===== src/rtl/ps2_multi_host_rx.sv =====
// ps2_multi_host_rx: NUM_CH-port PS/2 receiver that merges tagged bytes into one FIFO read through a chip select
// Ports:
//   clk, reset          system clock, synchronous active-high reset
//   VPWR, VGND          power rails, pass-through only
//   ps2_clk, ps2_data   per-channel PS/2 lines, asynchronous, idle high
//   cs                  asynchronous chip select; one pop per stable high period
//   int_clear           level; clears interrupt and overflow
//   rd_data/rd_ch/rd_err  last popped entry {channel, error, byte}
//   empty, full         registered FIFO status
//   overflow            sticky, a completed frame was dropped on a full FIFO
//   interrupt           level, at least one push since the last int_clear
module ps2_multi_host_rx #(
    parameter int NUM_CH     = 2,
    parameter int FIFO_DEPTH = 8,
    parameter int GLITCH     = 4,
    parameter int TIMEOUT    = 2047,
    parameter int CS_STABLE  = 2,
    localparam int CHW = (NUM_CH > 1) ? $clog2(NUM_CH) : 1
) (
    input  logic              clk,
    input  logic              reset,
    inout  wire               VPWR,
    inout  wire               VGND,
    input  logic [NUM_CH-1:0] ps2_clk,
    input  logic [NUM_CH-1:0] ps2_data,
    input  logic              cs,
    input  logic              int_clear,
    output logic [7:0]        rd_data,
    output logic [CHW-1:0]    rd_ch,
    output logic              rd_err,
    output logic              empty,
    output logic              full,
    output logic              overflow,
    output logic              interrupt
);
    localparam int L  = 2 * NUM_CH;
    localparam int GW = $clog2(GLITCH + 1);
    localparam int TW = $clog2(TIMEOUT + 1);
    localparam int SW = $clog2(CS_STABLE + 1);
    localparam int AW = $clog2(FIFO_DEPTH);
    localparam int EW = CHW + 9;

    wire unused_rails = VPWR ^ VGND;

    typedef enum logic [1:0] {IDLE, DATA, PARITY, STOP} rx_state_e;

    // Line conditioning: bits [NUM_CH-1:0] are clocks, upper bits are data.
    logic [L-1:0]      s1_q, s2_q, filt_q;
    logic [GW-1:0]     gcnt_q [L];
    logic [NUM_CH-1:0] fclk_prev_q, fall, din;

    always_ff @(posedge clk) begin
        if (reset) begin
            s1_q        <= '1;
            s2_q        <= '1;
            filt_q      <= '1;
            fclk_prev_q <= '1;
            for (int i = 0; i < L; i++) gcnt_q[i] <= '0;
        end else begin
            s1_q        <= {ps2_data, ps2_clk};
            s2_q        <= s1_q;
            fclk_prev_q <= filt_q[NUM_CH-1:0];
            for (int i = 0; i < L; i++) begin
                if (s2_q[i] == filt_q[i]) begin
                    gcnt_q[i] <= '0;
                end else if (gcnt_q[i] == GW'(GLITCH - 1)) begin
                    filt_q[i] <= s2_q[i];
                    gcnt_q[i] <= '0;
                end else begin
                    gcnt_q[i] <= gcnt_q[i] + GW'(1);
                end
            end
        end
    end

    assign fall = fclk_prev_q & ~filt_q[NUM_CH-1:0];
    assign din  = filt_q[L-1:NUM_CH];

    // Per-channel frame receivers; a finished frame parks {err, data} in a pending slot.
    logic [NUM_CH-1:0] pend, grant;
    logic [8:0]        ent [NUM_CH];

    for (genvar c = 0; c < NUM_CH; c++) begin : g_rx
        rx_state_e     st_q;
        logic [2:0]    bit_q;
        logic [7:0]    sh_q;
        logic          par_q;
        logic [TW-1:0] to_q;
        logic          pend_q;
        logic [8:0]    ent_q;

        always_ff @(posedge clk) begin
            if (reset) begin
                st_q   <= IDLE;
                bit_q  <= '0;
                sh_q   <= '0;
                par_q  <= 1'b0;
                to_q   <= '0;
                pend_q <= 1'b0;
                ent_q  <= '0;
            end else begin
                if (grant[c]) pend_q <= 1'b0;
                if (fall[c]) begin
                    to_q <= '0;
                    case (st_q)
                        IDLE: if (!din[c]) begin
                            st_q  <= DATA;
                            bit_q <= '0;
                        end
                        DATA: begin
                            sh_q  <= {din[c], sh_q[7:1]};
                            bit_q <= bit_q + 3'd1;
                            if (bit_q == 3'd7) st_q <= PARITY;
                        end
                        PARITY: begin
                            par_q <= din[c];
                            st_q  <= STOP;
                        end
                        STOP: begin
                            // Odd parity expected: even total of ones, or a low stop bit, flags an error.
                            pend_q <= 1'b1;
                            ent_q  <= {~(^sh_q ^ par_q) | ~din[c], sh_q};
                            st_q   <= IDLE;
                        end
                    endcase
                end else if (st_q == IDLE) begin
                    to_q <= '0;
                end else if (to_q == TW'(TIMEOUT - 1)) begin
                    st_q <= IDLE;
                    to_q <= '0;
                end else begin
                    to_q <= to_q + TW'(1);
                end
            end
        end

        assign pend[c] = pend_q;
        assign ent[c]  = ent_q;
    end

    // Fixed priority merge: lowest pending channel wins this cycle.
    logic          push;
    logic [EW-1:0] push_ent;

    always_comb begin
        grant    = '0;
        push_ent = '0;
        for (int i = NUM_CH - 1; i >= 0; i--) begin
            if (pend[i]) begin
                grant    = '0;
                grant[i] = 1'b1;
                push_ent = {CHW'(i), ent[i]};
            end
        end
    end

    assign push = |pend;

    // Shared FIFO and bus read side.
    logic [EW-1:0] mem_q [FIFO_DEPTH];
    logic [AW-1:0] wp_q, rp_q;
    logic [AW:0]   cnt_q, cnt_d;
    logic          cs_s1_q, cs_s2_q;
    logic [SW-1:0] cs_cnt_q;
    logic          empty_q, full_q, ovf_q, int_q, rd_err_q;
    logic [7:0]    rd_data_q;
    logic [CHW-1:0] rd_ch_q;
    logic          do_pop, do_push;

    // The pop fires on the single edge where the cs counter reaches CS_STABLE.
    assign do_pop  = cs_s2_q && cs_cnt_q == SW'(CS_STABLE - 1) && !empty_q;
    assign do_push = push && (!full_q || do_pop);
    assign cnt_d   = cnt_q + (AW + 1)'(do_push) - (AW + 1)'(do_pop);

    always_ff @(posedge clk) begin
        if (do_push) mem_q[wp_q] <= push_ent;
    end

    always_ff @(posedge clk) begin
        if (reset) begin
            wp_q      <= '0;
            rp_q      <= '0;
            cnt_q     <= '0;
            empty_q   <= 1'b1;
            full_q    <= 1'b0;
            ovf_q     <= 1'b0;
            int_q     <= 1'b0;
            cs_s1_q   <= 1'b1;
            cs_s2_q   <= 1'b1;
            cs_cnt_q  <= '0;
            rd_data_q <= '0;
            rd_ch_q   <= '0;
            rd_err_q  <= 1'b0;
        end else begin
            cs_s1_q  <= cs;
            cs_s2_q  <= cs_s1_q;
            cs_cnt_q <= !cs_s2_q ? '0 : (cs_cnt_q == SW'(CS_STABLE)) ? cs_cnt_q : cs_cnt_q + SW'(1);
            cnt_q    <= cnt_d;
            empty_q  <= cnt_d == '0;
            full_q   <= cnt_d == (AW + 1)'(FIFO_DEPTH);
            ovf_q    <= (push && full_q && !do_pop) | (ovf_q & ~int_clear);
            int_q    <= do_push | (int_q & ~int_clear);
            if (do_push) wp_q <= wp_q + AW'(1);
            if (do_pop) begin
                rp_q <= rp_q + AW'(1);
                {rd_ch_q, rd_err_q, rd_data_q} <= mem_q[rp_q];
            end
        end
    end

    assign rd_data   = rd_data_q;
    assign rd_ch     = rd_ch_q;
    assign rd_err    = rd_err_q;
    assign empty     = empty_q;
    assign full      = full_q;
    assign overflow  = ovf_q;
    assign interrupt = int_q;
endmodule


===== config.mk =====
export PLATFORM = sky130hd
export DESIGN_NAME = ps2_multi_host_rx
export DESIGN_NICKNAME = d
export VERILOG_FILES = /design/src/rtl/ps2_multi_host_rx.sv
export SDC_FILE = /design/constraint.sdc
export NUM_CORES = 1
export LEC_CHECK = 0
export CORE_UTILIZATION = 55
export CTS_BUF_LIST = sky130_fd_sc_hd__clkbuf_16
export DETAILED_ROUTE_END_ITERATION = 16
export GPL_TIMING_DRIVEN = 0
export PLACE_DENSITY = 0.72
export SYNTH_ARGS = -nofsm -noshare
export SYNTH_HDL_FRONTEND = slang
export SYNTH_SLANG_ARGS = --single-unit

===== constraint.sdc =====
create_clock -name clk -period 2.85 [get_ports clk]
set_input_delay 0.57 -clock clk [delete_from_list [all_inputs] [get_ports clk]]
set_output_delay 0.57 -clock clk [all_outputs]
set_load 0.005 [all_outputs]

### Yosys cells after proc, flatten, opt, wreduce, memory -nomap -nowiden

Memories as Yosys holds them, arrays and structs flattened. A register that Yosys moved wholly into a read port is not among the register bits.
Index checks and enable logic that the tools add are counted.

* shifts and indexed selects: 0
* multiplexer cells: 86
* eq/ne operators: 27
* reductions and logical operators: 36
* multiply operators: 0
* $lt $le $gt $ge: 0
* divide/modulo/power cells: 0
* add/sub/neg operators: 13
* bitwise gates (word level): 32

Operators with widths (number)
* 1-bit two-way mux: 54
* 3-bit two-way mux: 14
* 3-bit by 1-bit adder with 3-bit output, second input constant: 8
* 2-bit two-way mux: 12
* 11-bit by 1-bit adder with 11-bit output, second input constant: 2
* 11-bit == test, second input constant: 2
* 10-bit two-way mux: 2
* 2-bit AND reduction: 10
* 1-bit OR: 16
* 2-bit case mux with 4 select lines: 2
* 8-bit parity: 2
* 3-bit by 2-bit == test with 1-bit output, second input constant: 4
* 3-bit case mux with 2 select lines: 2
* 2-bit == test, second input constant: 5
* 1-bit NOT: 10
* 2-bit inequality test, second input constant: 4
* 4-bit AND reduction: 2
* 2-bit nonzero test: 4
* 4-bit OR reduction: 2
* 2-bit by 1-bit == test with 1-bit output, second input constant: 3
* 3-bit == test, second input constant: 2
* 3-bit inequality test, second input constant: 2
* 3-bit AND reduction: 2
* 1-bit logical AND: 5
* other kinds (14): 23

* RAM bits: 92
* memories: 2
* bits in registers: 102
* bits in latches: 0
* input port bits: 8
* output and inout bits: 16
* logic and storage cells: 227
* ROM bits: 0

Memories
* mem_q: depth 8, width 10, rd ports 1, clocked after Yosys merged registers in 1, write ports 1, line 160 `logic [EW-1:0] mem_q [FIFO_DEPTH];`
* gcnt_q: depth 4, width 3, rd ports 4, clocked after Yosys merged registers in 0, write ports 4, line 49 `logic [GW-1:0] gcnt_q [L];`

### Longest topological paths before layout

* depth in word-level cells: 8
* mapped depth: 14
* mapped depth without buffers: 13

### Worst setup path before layout

Ideal clock, no wire load.

* path kind: register to register
* start: register cs_cnt_q[0]
* end: register empty_q (netlist: empty)
* buffers on the path: 1
* required time: 2.736 ns
* slack: 0.390 ns
* stages on the path, launching flop included: 14
* library setup time: 0.114 ns
* arrival time: 2.346 ns
* clock period less this slack: 2.460 ns
* cell sequence: dfxtp_1 > ha_1 > nand3b_1 > inv_2 > clkbuf_1 > ha_1 > inv_1 > ha_1 > inv_1 > fa_1 > xor2_1 > nand3b_1 > inv_1 > a21o_1

* cells in the longest elaborated chain, start to end: 8

Ends and longest elaborated chain
* start: declaration: line 164 `logic [SW-1:0] cs_cnt_q;`
* start signal: assignment: line 197 `cs_cnt_q <= !cs_s2_q ? '0 : (cs_cnt_q == SW'(CS_STABLE)) ? cs_cnt_q : cs_cnt_q + SW'(1);`
* 2-bit by 1-bit == test with 1-bit output *: line 171 `assign do_pop = cs_s2_q && cs_cnt_q == SW'(CS_STABLE - 1) && !empty_q;`
* 1-bit logical AND * (2 in series): line 171
* net do_pop: line 168 `logic do_pop, do_push;`
* 1-bit logical OR: line 172 `assign do_push = push && (!full_q || do_pop);`
* 1-bit logical AND: line 172
* 4-bit by 1-bit adder with 4-bit output: line 173 `assign cnt_d = cnt_q + (AW + 1)'(do_push) - (AW + 1)'(do_pop);`
* 4-bit by 1-bit subtractor with 4-bit output *: line 173
* 4-bit logical NOT *: line 199 `empty_q <= cnt_d == '0;`
* end signal: assignment: line 184 `empty_q <= 1'b1;`
* end signal: assignment: line 199
* end: declaration: line 165 `logic empty_q, full_q, ovf_q, int_q, rd_err_q;`

Mark *: on every way through the listed nets, which the timed path passes. The rest lies on a longest branch.
A chain may end at the register's enable or synchronous reset.

### Worst setup path after layout

* start: register cs_cnt_q[1]
* end: register empty_q (netlist: empty)

* cells in the longest elaborated chain, start to end: 8

Ends and longest elaborated chain (line)
* 2-bit by 1-bit == test with 1-bit output *: 171
* 1-bit logical AND * (2 in series): 171
* 1-bit logical OR: 172
* 1-bit logical AND: 172
* 4-bit by 1-bit adder with 4-bit output: 173
* 4-bit by 1-bit subtractor with 4-bit output *: 173
* 4-bit logical NOT *: 199

Mark *: on every way between the ends. The rest lies on a longest branch, timed or not.

==> reports/metrics.csv <==
metric,value,unit
sequential fraction of the synthesis area,59.7,%
number of nets still failing antenna checks after routing,0,
net switching component of the power,1.39,mW
Crit path required time,3220,ps
Bufs on Longest Clock Path,3,
Min Hold Slack,408,ps
endpoint class of the critical path,flop,
Die Area,15700,um2
worst ir drop on vdd,0.385,mV
starting density of the core,57.0,%
via count of the routed design,5144,
core outline area,14700,um2
pin count of the biggest net entering global routing,16,
placed instance area,8920,um2
share of power burned in combinational logic,8.9,%
total global routing overflow,0,
layout overhead on the synthesized area,14.8,%
Die X,125,um
standby leakage power,3.48,nW
endpoints failing hold,0,
failing checks,DRC,
number of enable flip-flop cells after synthesis,92,
H-Tree Depth,1,
data arrival time of the worst path,2950,ps
Tightest Hold Check Type,reg -> reg,
clock slew at reported path FFs,60,ps
total inserted antenna cells,0,
Tcrit/Tclk final,90.6,%
via count of the first global-routing pass,5261,
highest-count cells in the layout ignoring fill and taps,"sky130_fd_sc_hd__dfxtp_1 (112), sky130_fd_sc_hd__edfxtp_1 (92), sky130_fd_sc_hd__nor2_1 (84), sky130_fd_sc_hd__nand2_1 (69)",
std cell rows,44,
setup TNS,0,ps
Slew headroom,25.8,%
die height,125,um
internal portion of total power,5.11,mW
capture point of the worst reg-to-reg path,empty$_SDFF_PP1_,
"most common cell after layout, fill and taps aside",sky130_fd_sc_hd__dfxtp_1,
Final Cell Area,9620,um2
CTS buffer count,21,
clock share of power,42.3,%
setup repair after global routing missed its margin,no,
maximum achievable frequency,387,MHz
cell area after technology mapping,8380,um2
pre-CTS WS,-89.1,ps
clock tree from TritonCTS,done,
switching power as a share of total power,21.3,%
#FFs+latches synth,204,
count of endpoints without a timing constraint,2,
Cells after Synth,697,
worst reg2reg setup slack,270,ps
post-detailed-route wirelength per cell,15.9,um
number of pins with negative max-slew slack in the final report,0,
final setup fails,0,
wire length of the first global-routing pass,25900,um
worst clock skew,8.51,ps
cell chosen for the clock root,sky130_fd_sc_hd__clkbuf_16,
largest fanout on the critical path,10,
Synth Flop Type,sky130_fd_sc_hd__dfxtp_1,
number of distinct library cells after synthesis,47,
Hold Path Depth,1,
measured slew at the worst slew-check pin,1110,ps
worst path cell trace,"inv_1, ha_1, nand3b_1, o2bb2ai_1, clkbuf_4, ha_1, inv_1, ha_1, inv_1, fa_1, xor2_1, nand3b_1, inv_1, a21o_1",
drt initial violations,276,
vias per std cell,5.40,
Top-Level Pins,24,
status,finished with violations,
max_cap viols,0,
hold path startpoint,s1_q[2]$_SDFF_PP1_,
net count reported at finish,798,
path type of the worst setup path,reg -> reg,
Routed Wire Length,15200,um
number of port buffers,21,
fraction of final layout cells with drive strength greater than 1,12.0,%
clk_lat worst skew,480,ps
CTS sink cnt,204,
Worst Hold Path EP,s2_q[2]$_SDFF_PP1_,
critical-path cell with the highest stage delay,sky130_fd_sc_hd__fa_1,
DRC violation count after routing,3,
post-synthesis area per instance,12.0,um2
filler cell count in the final layout,1090,
portion of total power attributed to sequential cells,48.8,%
worst reg2reg path startpoint,cs_cnt_q[1]$_SDFFE_PP0P_,
1st-pass router iterations,11,
cell with the most instances on the worst path,sky130_fd_sc_hd__inv_1,
async set-reset flop share out of synthesis,0,%
Worst setup SP type,flop,
count of synthesis-stage warnings from yosys,0,
final weighted congestion in routability-driven placement,0.785,
Period minus WS final,2580,ps
worst-case setup margin in the final layout,269,ps
Worst Reg-to-Reg Cells,14,
pwr dens,675,nW/um2
all-layer global routing usage,20.7,%
detailed placement HPWL,10500,um
number of antenna violations at the first check in global routing,0,
largest incremental delay on the critical path,370,ps
per-stage QoR:
| step | power, mW | utilization [%] | instances |
|---|---|---|---|
| after floorplan | 3.63 | - | 708 |
| after global placement | 3.79 | 60.3 | 913 |
| after detailed placement | 3.82 | 60.7 | 916 |
| after CTS | 6.58 | 65.4 | 952 |
| after global routing | 6.78 | 65.5 | 953 |
| final | 6.50 | 65.5 | 953 |
registers in the layout (all words and copies together) (netlist names), 3 cells and up:
register    flops
rd_data         8
gcnt_q         12
g_rx.bit_q      6
s2_q            4
cnt_q           4
s1_q            4
rp_q            3
g_rx.st_q       4
wp_q            3
filt_q          4
g_rx.to_q      22
g_rx.ent_q     18
mem_q          80
g_rx.sh_q      16
how the worst max path moves through the flow:
| stage | startpoint | endpoint | slack, ps | cells past startpoint |
|---|---|---|---|---|
| CTS | cs_cnt_q[0]$_SDFFE_PP0P_ | mem_q[5][2]$_DFFE_PP_ | 3 | 6 |
| detailed placement | cs_cnt_q[0]$_SDFFE_PP0P_ | empty$_SDFF_PP1_ | -90 | 13 |
| floorplan | cs_cnt_q[0]$_SDFFE_PP0P_ | empty$_SDFF_PP1_ | 390 | 13 |
| global route | cs_cnt_q[0]$_SDFFE_PP0P_ | empty$_SDFF_PP1_ | 60 | 13 |
| finish | cs_cnt_q[1]$_SDFFE_PP0P_ | empty$_SDFF_PP1_ | 270 | 14 |
| global placement | cs_cnt_q[0]$_SDFFE_PP0P_ | mem_q[0][0]$_DFFE_PP_ | -410 | 5 |
final cells by class:
type                       instances  area, um2  area share, %
clock buffer                      21        526           5.46
multi-input combinational        446       3190           33.2
tap                              184        230           2.39
timing repair buffer              25        248           2.57
inverter                          28        105           1.09
buffer                            29        145           1.51
sequential                       204       5000           52.0
clock inverter                    16        170           1.77
layer usage:
layer	global-route usage [%]	routed length, um	vias up
met1	25.0	6480	2504
li1	-	-	2549
met3	3.08	626	20
met4	5.24	182	0
met5	0	0	-
met2	38.5	7890	71
cells in the mapped netlist (3+ instances only):
library cell / instances / share of area [%]
sky130_fd_sc_hd__nor3_1: 6 / 0.36
sky130_fd_sc_hd__xnor2_1: 23 / 2.4
sky130_fd_sc_hd__edfxtp_1: 92 / 33
sky130_fd_sc_hd__nand3b_1: 4 / 0.36
sky130_fd_sc_hd__buf_2: 15 / 0.90
sky130_fd_sc_hd__o21ai_1: 3 / 0.18
sky130_fd_sc_hd__and2_1: 5 / 0.37
sky130_fd_sc_hd__mux4_2: 20 / 5.4
sky130_fd_sc_hd__nor2b_1: 11 / 0.82
sky130_fd_sc_hd__xor2_1: 16 / 1.7
sky130_fd_sc_hd__o21ai_0: 14 / 0.84
sky130_fd_sc_hd__nor2_1: 85 / 3.8
sky130_fd_sc_hd__nand3_1: 11 / 0.66
sky130_fd_sc_hd__ha_1: 32 / 4.8
sky130_fd_sc_hd__or3_1: 5 / 0.37
sky130_fd_sc_hd__nand4_1: 4 / 0.30
sky130_fd_sc_hd__a211o_1: 4 / 0.42
sky130_fd_sc_hd__dfxtp_1: 112 / 27
sky130_fd_sc_hd__nand2b_1: 7 / 0.52
sky130_fd_sc_hd__a211oi_1: 10 / 0.90
sky130_fd_sc_hd__a21oi_1: 31 / 1.9
sky130_fd_sc_hd__clkbuf_1: 13 / 0.58
sky130_fd_sc_hd__inv_1: 27 / 1.2
sky130_fd_sc_hd__nand2_1: 69 / 3.1
sky130_fd_sc_hd__and4_1: 5 / 0.52
sky130_fd_sc_hd__or2_2: 12 / 0.90
sky130_fd_sc_hd__mux2i_1: 31 / 3.7
logic make-up (layout without fill, tap and decap cells):
family          count (synthesis)  after routing  share of synthesized area (%)
compound gates                 78             78                           5.76
simple gates                  230            230                           12.6
xor+xnor                       42             42                           4.81
flops                         204            204                           59.7
buf+inv                        58            119                           3.00
mux                            51             51                           9.08
other cells                     1             12                         0.0448
fa+ha+maj                      33             33                           5.02
power groups by stage:
stage	logic (mW)	registers [mW]	clock network [mW]
floorplan	0.398	3.23	0
global placement	0.563	3.23	0
detailed placement	0.582	3.24	0
CTS	0.586	3.17	2.82
global route	0.661	3.18	2.94
finish	0.578	3.17	2.75
what timing repair did:
| action | 4_1_cts | 5_1_grt |
|---|---|---|
| cloned | 0 | 0 |
| setup buffers | 0 | 1 |
| pin swaps | 0 | 0 |
| hold buffers | 0 | 0 |
| resized for setup | 0 | 2 |
| setup endpoints to repair | 2 | 32 |
worst max-delay path, delay by kind of cell, from the launching register on:
family,cells,cell delay [ps]
flops,1,350
xor+xnor,1,180
fa+ha+maj,4,940
simple gates,2,250
buf+inv,5,460
compound gates,2,300
Power figures use the tool's default switching activity.
